## config.mk

```make
export PLATFORM = sky130hd
export DESIGN_NAME = mat_mul_seq_flat
export DESIGN_NICKNAME = d
export VERILOG_FILES = /design/src/rtl/mat_mul_seq_if.sv /design/src/rtl/mat_mul_seq.sv /design/src/flat_wrapper.sv
export SDC_FILE = /design/constraint.sdc
export NUM_CORES = 1
export LEC_CHECK = 0
export BUFFER_PORTS_ARGS = -buffer_cell sky130_fd_sc_hd__buf_2
export CAP_MARGIN = 30
export CORE_UTILIZATION = 57
export CTS_BUF_LIST = sky130_fd_sc_hd__clkbuf_8
export DETAILED_ROUTE_END_ITERATION = 8
export PLACE_DENSITY_LB_ADDON = 0.15
export SETUP_SLACK_MARGIN = 0.4
export SYNTH_ARGS = -nofsm -noshare
export SYNTH_HDL_FRONTEND = slang
export SYNTH_SLANG_ARGS = --single-unit
```

## constraint.sdc

```tcl
create_clock -name clk -period 6.7 [get_ports clk]
set_input_delay 0 -clock clk [delete_from_list [all_inputs] [get_ports clk]]
set_output_delay 0 -clock clk [all_outputs]
set_load 0.05 [all_outputs]
```

## src/rtl/mat_mul_seq_if.sv

```systemverilog
`default_nettype none
// +------------------------------------------------------------------+
// | mat_mul_seq_if : start, ROM address/data and C result port bundle |
// | Revision: 1.0                                                    |
// +------------------------------------------------------------------+
interface mat_mul_seq_if #(
  parameter int DW    = 8,
  parameter int AW    = 4,
  parameter int ACC_W = 2*DW+2
);
  logic             start;
  logic [AW-1:0]    a_addr;
  logic [DW-1:0]    a_data;
  logic [AW-1:0]    b_addr;
  logic [DW-1:0]    b_data;
  logic             c_valid;
  logic             out_ready;
  logic [ACC_W-1:0] c_data;
  logic [1:0]       c_row;
  logic [1:0]       c_col;
  logic             busy;
  logic             done;

  modport master (
    input  start, a_data, b_data, out_ready,
    output a_addr, b_addr, c_valid, c_data, c_row, c_col, busy, done
  );

  modport slave (
    output start, a_data, b_data, out_ready,
    input  a_addr, b_addr, c_valid, c_data, c_row, c_col, busy, done
  );
endinterface
`default_nettype wire

```

## src/rtl/mat_mul_seq.sv

```systemverilog
`default_nettype none
// +------------------------------------------------------------------+
// | mat_mul_seq : sequential C = A x B over column-major coefficient  |
// | ROMs, one MAC per cycle, row-major valid/ready result stream      |
// | Revision: 1.0                                                    |
// +------------------------------------------------------------------+
module mat_mul_seq #(
  parameter int N     = 3,
  parameter int DW    = 8,
  parameter int AW    = 4,
  parameter int ACC_W = 2*DW+2
) (
  input  wire logic      clk,
  input  wire logic      rst,
  mat_mul_seq_if.master  io_bus
);

  typedef enum logic [2:0] {
    S_IDLE  = 3'd0,
    S_ISSUE = 3'd1,
    S_LAST  = 3'd2,
    S_HOLD  = 3'd3,
    S_FIN   = 3'd4
  } state_t;

  localparam logic [1:0] C_NM1 = 2'(N-1);

  state_t           r_state;
  state_t           w_next;
  logic [1:0]       r_i;
  logic [1:0]       r_j;
  logic [1:0]       r_k;
  logic             r_load;
  logic [ACC_W-1:0] r_acc;
  logic             w_xfer;
  logic             w_last_el;
  logic             w_mac;
  logic [2*DW-1:0]  w_prod;
  logic [ACC_W-1:0] w_prod_ext;

  assign w_prod     = {{DW{1'b0}}, io_bus.a_data} * {{DW{1'b0}}, io_bus.b_data};
  assign w_prod_ext = ACC_W'(w_prod);
  assign w_last_el  = (r_i == C_NM1) && (r_j == C_NM1);
  // ROM data lags the address by one cycle: every ISSUE cycle after k=0, plus LAST, carries a product
  assign w_mac      = ((r_state == S_ISSUE) && (r_k != 2'd0)) || (r_state == S_LAST);

  always_ff @(posedge clk) begin
    if (!rst) begin
      r_state <= S_IDLE;
    end else begin
      r_state <= w_next;
    end
  end

  always_comb begin
    w_next         = r_state;
    w_xfer         = 1'b0;
    io_bus.a_addr  = '0;
    io_bus.b_addr  = '0;
    io_bus.c_valid = 1'b0;
    io_bus.c_data  = '0;
    io_bus.c_row   = '0;
    io_bus.c_col   = '0;
    io_bus.busy    = 1'b1;
    io_bus.done    = 1'b0;
    case (r_state)
      S_IDLE: begin
        io_bus.busy = 1'b0;
        if (io_bus.start) w_next = S_ISSUE;
      end
      S_ISSUE: begin
        io_bus.a_addr = AW'(r_k) * AW'(N) + AW'(r_i);
        io_bus.b_addr = AW'(r_j) * AW'(N) + AW'(r_k);
        if (r_k == C_NM1) w_next = S_LAST;
      end
      S_LAST: begin
        w_next = S_HOLD;
      end
      S_HOLD: begin
        io_bus.c_valid = 1'b1;
        io_bus.c_data  = r_acc;
        io_bus.c_row   = r_i;
        io_bus.c_col   = r_j;
        w_xfer         = io_bus.out_ready;
        if (io_bus.out_ready) w_next = w_last_el ? S_FIN : S_ISSUE;
      end
      S_FIN: begin
        io_bus.done = 1'b1;
        w_next      = S_IDLE;
      end
      default: begin
        w_next = S_IDLE;
      end
    endcase
  end

  always_ff @(posedge clk) begin
    if (!rst) begin
      r_i    <= '0;
      r_j    <= '0;
      r_k    <= '0;
      r_load <= 1'b0;
      r_acc  <= '0;
    end else begin
      r_load <= (r_state == S_ISSUE) && (r_k == 2'd0);
      if (r_state == S_ISSUE) begin
        r_k <= (r_k == C_NM1) ? 2'd0 : r_k + 2'd1;
      end
      if (w_mac) begin
        r_acc <= r_load ? w_prod_ext : r_acc + w_prod_ext;
      end
      if (w_xfer) begin
        if (r_j == C_NM1) begin
          r_j <= '0;
          r_i <= (r_i == C_NM1) ? 2'd0 : r_i + 2'd1;
        end else begin
          r_j <= r_j + 2'd1;
        end
      end
    end
  end

endmodule
`default_nettype wire

```

## src/flat_wrapper.sv

```systemverilog
// flat-port wrapper written by rule: the top's interface ports become plain ports
module mat_mul_seq_flat 
#(
  parameter int N     = 3,
  parameter int DW    = 8,
  parameter int AW    = 4,
  parameter int ACC_W = 2*DW+2
)
  (clk, rst, io_bus_start, io_bus_a_data, io_bus_b_data, io_bus_out_ready, io_bus_a_addr, io_bus_b_addr, io_bus_c_valid, io_bus_c_data, io_bus_c_row, io_bus_c_col, io_bus_busy, io_bus_done);
  mat_mul_seq_if #(.DW(DW), .AW(AW), .ACC_W(ACC_W)) io_bus_i ();
  input  wire logic clk;
  input  wire logic rst;
  input wire logic [$bits(io_bus_i.start)-1:0] io_bus_start;
  input wire logic [$bits(io_bus_i.a_data)-1:0] io_bus_a_data;
  input wire logic [$bits(io_bus_i.b_data)-1:0] io_bus_b_data;
  input wire logic [$bits(io_bus_i.out_ready)-1:0] io_bus_out_ready;
  output wire logic [$bits(io_bus_i.a_addr)-1:0] io_bus_a_addr;
  output wire logic [$bits(io_bus_i.b_addr)-1:0] io_bus_b_addr;
  output wire logic [$bits(io_bus_i.c_valid)-1:0] io_bus_c_valid;
  output wire logic [$bits(io_bus_i.c_data)-1:0] io_bus_c_data;
  output wire logic [$bits(io_bus_i.c_row)-1:0] io_bus_c_row;
  output wire logic [$bits(io_bus_i.c_col)-1:0] io_bus_c_col;
  output wire logic [$bits(io_bus_i.busy)-1:0] io_bus_busy;
  output wire logic [$bits(io_bus_i.done)-1:0] io_bus_done;
  assign io_bus_i.start = io_bus_start;
  assign io_bus_i.a_data = io_bus_a_data;
  assign io_bus_i.b_data = io_bus_b_data;
  assign io_bus_i.out_ready = io_bus_out_ready;
  assign io_bus_a_addr = io_bus_i.a_addr;
  assign io_bus_b_addr = io_bus_i.b_addr;
  assign io_bus_c_valid = io_bus_i.c_valid;
  assign io_bus_c_data = io_bus_i.c_data;
  assign io_bus_c_row = io_bus_i.c_row;
  assign io_bus_c_col = io_bus_i.c_col;
  assign io_bus_busy = io_bus_i.busy;
  assign io_bus_done = io_bus_i.done;
  mat_mul_seq #(.N(N), .DW(DW), .AW(AW), .ACC_W(ACC_W)) u_core (.clk(clk), .rst(rst), .io_bus(io_bus_i));
endmodule
```

Word-level counts from Yosys, hierarchy flattened. Index checks and enable logic that the tools add are counted.

Register bits: 28. Logic and storage cells: 52.

Add/subtract/negate cells: 6. Multiply operators: 3. Equal/unequal tests: 10. Muxes and demuxes: 18. Reductions and logical operators: 9.

Operator list (count): 2-to-1 mux 18 bit (2); adder 18 x 16 -> 18 bit (1); multiplier 8 x 8 -> 16 bit (1); 2-to-1 mux 3 bit (4); case mux 3 bit (4 select lines) (1); 2-to-1 mux 2 bit (5); adder 4 x 2 -> 4 bit (2); multiplier 2 x 2 -> 4 bit, second input constant (2); 2-to-1 mux 4 bit (2); adder 2 x 1 -> 2 bit, second input constant (3); equality test 2 bit, second input constant (3); equality test 3 x 2 -> 1 bit, second input constant (2); 2-to-1 mux 1 bit (4); inequality test 2 bit, second input constant (2); equality test 3 x 1 -> 1 bit, second input constant (1); equality test 3 bit, second input constant (1); logical AND 1 bit (3); logical NOT 3 bit (1); AND reduction 3 bit (1); logical NOT 2 bit (1); inequality test 2 x 1 -> 1 bit, second input constant (1); AND reduction 2 bit (1); nonzero test 2 bit (1); logical OR 1 bit (1).

Depth between registers and ports, before layout.
Depth after elaboration: 5. Gate-level depth with buffers: 23. Gate-level depth less buffers: 23.

Worst setup path before layout. No wires, ideal clock.

Path kind: input-to-reg. Start point: input port io_bus_a_data[0]. End point: register u_core.r_acc[14]. Data arrival time: 4.835 ns. Required time: 6.573 ns. Setup slack: 1.738 ns. Cell stages on the path: 21. Path buffers: 0. Cells stage by stage: nand2_1 > fa_1 > fa_1 > inv_1 > fa_1 > inv_1 > fa_1 > inv_1 > ha_1 > a21oi_1 > and2_1 > nand2_1 > a31oi_1 > xor2_1 > inv_1 > ha_1 > nand2_1 > o41a_1 > and3_4 > o41ai_2 > a31oi_1.

Word-level cells in the longest chain between the ends: 3.

Ends and longest elaborated chain: from (decl) (RTL line flat_wrapper.sv:14) `input wire logic [$bits(io_bus_i.a_data)-1:0] io_bus_a_data;`; multiplier 8 x 8 -> 16 bit (*) (RTL line mat_mul_seq.sv:41) `assign w_prod = {{DW{1'b0}}, io_bus.a_data} * {{DW{1'b0}}, io_bus.b_data};`; adder 18 x 16 -> 18 bit (RTL line mat_mul_seq.sv:110) `r_acc <= r_load ? w_prod_ext : r_acc + w_prod_ext;`; 2-to-1 mux 18 bit (*) (RTL line mat_mul_seq.sv:110); to (signal assigned) (RTL line mat_mul_seq.sv:110); to (decl) (RTL line mat_mul_seq.sv:34) `logic [ACC_W-1:0] r_acc;`.

Every way passes the cells marked *; elsewhere a longest branch is shown, timed or not. A chain may end at the register's enable or synchronous reset.

Worst setup path after layout. Ends and elaborated chain as after synthesis.

==> flow_metrics.tcl <==
set metrics [dict create \
    status "completed" \
    seq_area_frac_synth 0.121 \
    crit_type "in -> reg" \
    num_antenna_cells 0 \
    ys_ff_latch 28 \
    synth-main-ff-cell "dfxtp_1" \
    worst_slew_pin_slew_ns 0.860 \
    synth.avg_cell_area_sq_um 8.36 \
    endpoint_kind "flop" \
    fin_skew_ns 0.00387 \
    hold_viol 0 \
    synth_cells 553 \
    slew_headroom 0.426 \
    instances_no_fill 697 \
    cts_hold_buf 1 \
    fin_ws_ns 1.47 \
    place_congestion 0.907 \
    drt-initial-drc-count 174 \
    portBuffers 52 \
    worstPathArrival_ns 5.38 \
    fin_util 0.642 \
    avgRoutedWirePerCell_um 15.1 \
    hpwlAfterDp_mm 8.37 \
    synthArstFlopShare 0 \
    grt_pass1_vias 3857 \
    ant_nets 0 \
    startpoint_type "input port" \
    cts_buffers 3 \
    placed_cells 692 \
    cts_repair_resize_count 0 \
    period_share 0.780 \
    crit_top_cell "o21ai_0" \
    grt_usage 0.255 \
    post_cts_buffers 0 \
    worstHoldPathType "in -> reg" \
    synth.cell_area_sq_um 4620 \
    finalMaxSlewViolations 0 \
    die_h_um 92.0 \
    vdd_drop_max_mv 0.234 \
    root_buffer "clkbuf_8" \
    finalPower_mw 1.46 \
    mostFrequentLayoutCells "and2_1 (83), inv_1 (66), ha_1 (63), buf_2 (52)" \
    drv_cap 0 \
    viasPerCell 5.83 \
    drive_gt1_frac 0.116 \
    vias 4063 \
    cts_tree "built" \
    syn2layout_area_growth_pct 7.85 \
    clk_pin_slew_ns 0.10 \
    fmax_mhz 191 \
    worst-path-max-fanout 8 \
    leakage_nw 2.54 \
    htreeDepth 1 \
    dr.pass1.iters 5 \
    final_common_cell "and2_1" \
    rows 32 \
    route.detailed.drc 0 \
    setup_violations 0 \
    finalSetupTns_ns 0 \
    overflow 0 \
    syn-num-nets 677 \
    clk_path_buf_depth 2 \
    p_per_area_nw_per_um2 293 \
    antenna_found_initial 0 \
    nets 720 \
    core_area_sq_um 7770 \
    fin_crit_ns 5.23 \
    initial_core_util 0.595 \
    grt_max_degree 28 \
    routed_wl_mm 10.5 \
    synth_cell_types 59 \
    cts.sinks 28 \
    cp_slowest_cell "fa_1" \
    clock_latency_ns 0.29 \
    preCtsSetupSlack_ns 1.24 \
    synth_edf_count 0 \
    rsz0062_at_grt "false" \
    path_cells "buf_2 -> nand2_1 -> fa_1 -> fa_1 -> inv_1 -> fa_1 -> inv_1 -> fa_1 -> inv_1 -> ha_1 -> o21ai_0 -> o21ai_0 -> a31oi_1 -> o21ai_0 -> xor2_1 -> ha_1 -> o21ai_0 -> nor3b_1 -> a31oi_1 -> o21ai_0 -> o41ai_2 -> a31oi_1" \
    grt_pass1_wl_mm 17.8 \
    yosysWarnings 0 \
    cpPeakStageDelay_ns 0.55 \
    die_area_sq_um 8470 \
    die_x_um 92.0 \
    cp.required_ns 6.85 \
    ios 53 \
]
[routing by layer]
layer | track usage | up-vias | part of all wire
met2 | 0.397 | 119 | 0.46
li1 | - | 1971 | -
met3 | 0.0307 | 17 | 0.051
met5 | 0 | - | 0
met4 | 0.0560 | 0 | 0.018
met1 | 0.378 | 1956 | 0.47
[through the flow]
step / instance area (sq um) / hold slack [ns]
5_1_grt: 4980 / 0.0877
6_report: 4980 / 0.0511
2_1_floorplan: 4620 / 0.118
3_5_place_dp: 4900 / 0.308
4_1_cts: 4980 / 0.0527
3_3_place_gp: 4900 / 0.296
[where the power goes]
part	internal (mW)	total (mW)	leakage (nW)	switching [mW]
combinational	0.454	1.12	2.27	0.670
clock	0.0803	0.141	0.0357	0.0606
sequential	0.178	0.193	0.227	0.0147
[state kept, by name, summed over array words and instances, names as in the netlist]
register and count:
u_core.r_load 1, u_core.r_i 2, u_core.r_acc 18, u_core.r_state 3, u_core.r_j 2, u_core.r_k 2
[area by class of cell]
cell class,count,area [sq um]
Clock buffer,3,41.3
Clock inverter,1,30.0
Fill cell,714,2780
Inverter,66,248
Multi-Input combinational cell,444,3710
Sequential cell,28,561
Tap cell,102,128
Timing Repair Buffer,53,270
[critical path, delay by kind of cell]
| kind | cells | cell delay [ns] |
|---|---|---|
| compound gates | 9 | 1.77 |
| xor+xnor | 1 | 0.33 |
| buf+inv | 4 | 0.29 |
| simple gates | 2 | 0.20 |
| fa+ha+maj | 6 | 2.79 |
[synthesized netlist by cell type (6+ instances only)]
cell type	n	area [sq um]
nand3_1	11	55.1
a21o_1	13	97.6
nor3_1	9	45.0
dfxtp_1	28	561
ha_1	63	788
a211oi_1	6	45.0
fa_1	41	821
xnor2_1	11	96.3
inv_1	66	248
clkbuf_1	8	30.0
o21ai_0	22	110
and2_1	83	519
xor2_1	8	70.1
a31oi_1	9	56.3
and3_1	6	37.5
a21oi_1	32	160
nor3b_1	7	52.6
nor2_1	24	90.1
nand2_1	41	154
[cells by family after synthesis]
family                     share of synthesized area
and+or+nand+nor                                0.239
AOI/OAI and AO/OA                              0.171
adders and majority gates                      0.348
buffers and inverters                         0.0766
DFF                                            0.121
xor gates and xnor gates                      0.0360
muxes                                        0.00867
[worst paths after layout]
| check | depth (start not counted) | slack [ns] | end | start |
|---|---|---|---|---|
| setup / recovery | 22 | 1.47 | u_core.r_acc[14] | io_bus_a_data[0] |
| hold / removal | 3 | 0.05 | u_core.r_state[0] | io_bus_start |
| setup reg to reg | 8 | 4.09 | u_core.r_acc[14] | u_core.r_acc[0] |
| hold reg to reg | 2 | 0.49 | u_core.r_acc[2] | u_core.r_acc[2] |
No activity file was read; power rests on OpenSTA's default activity.
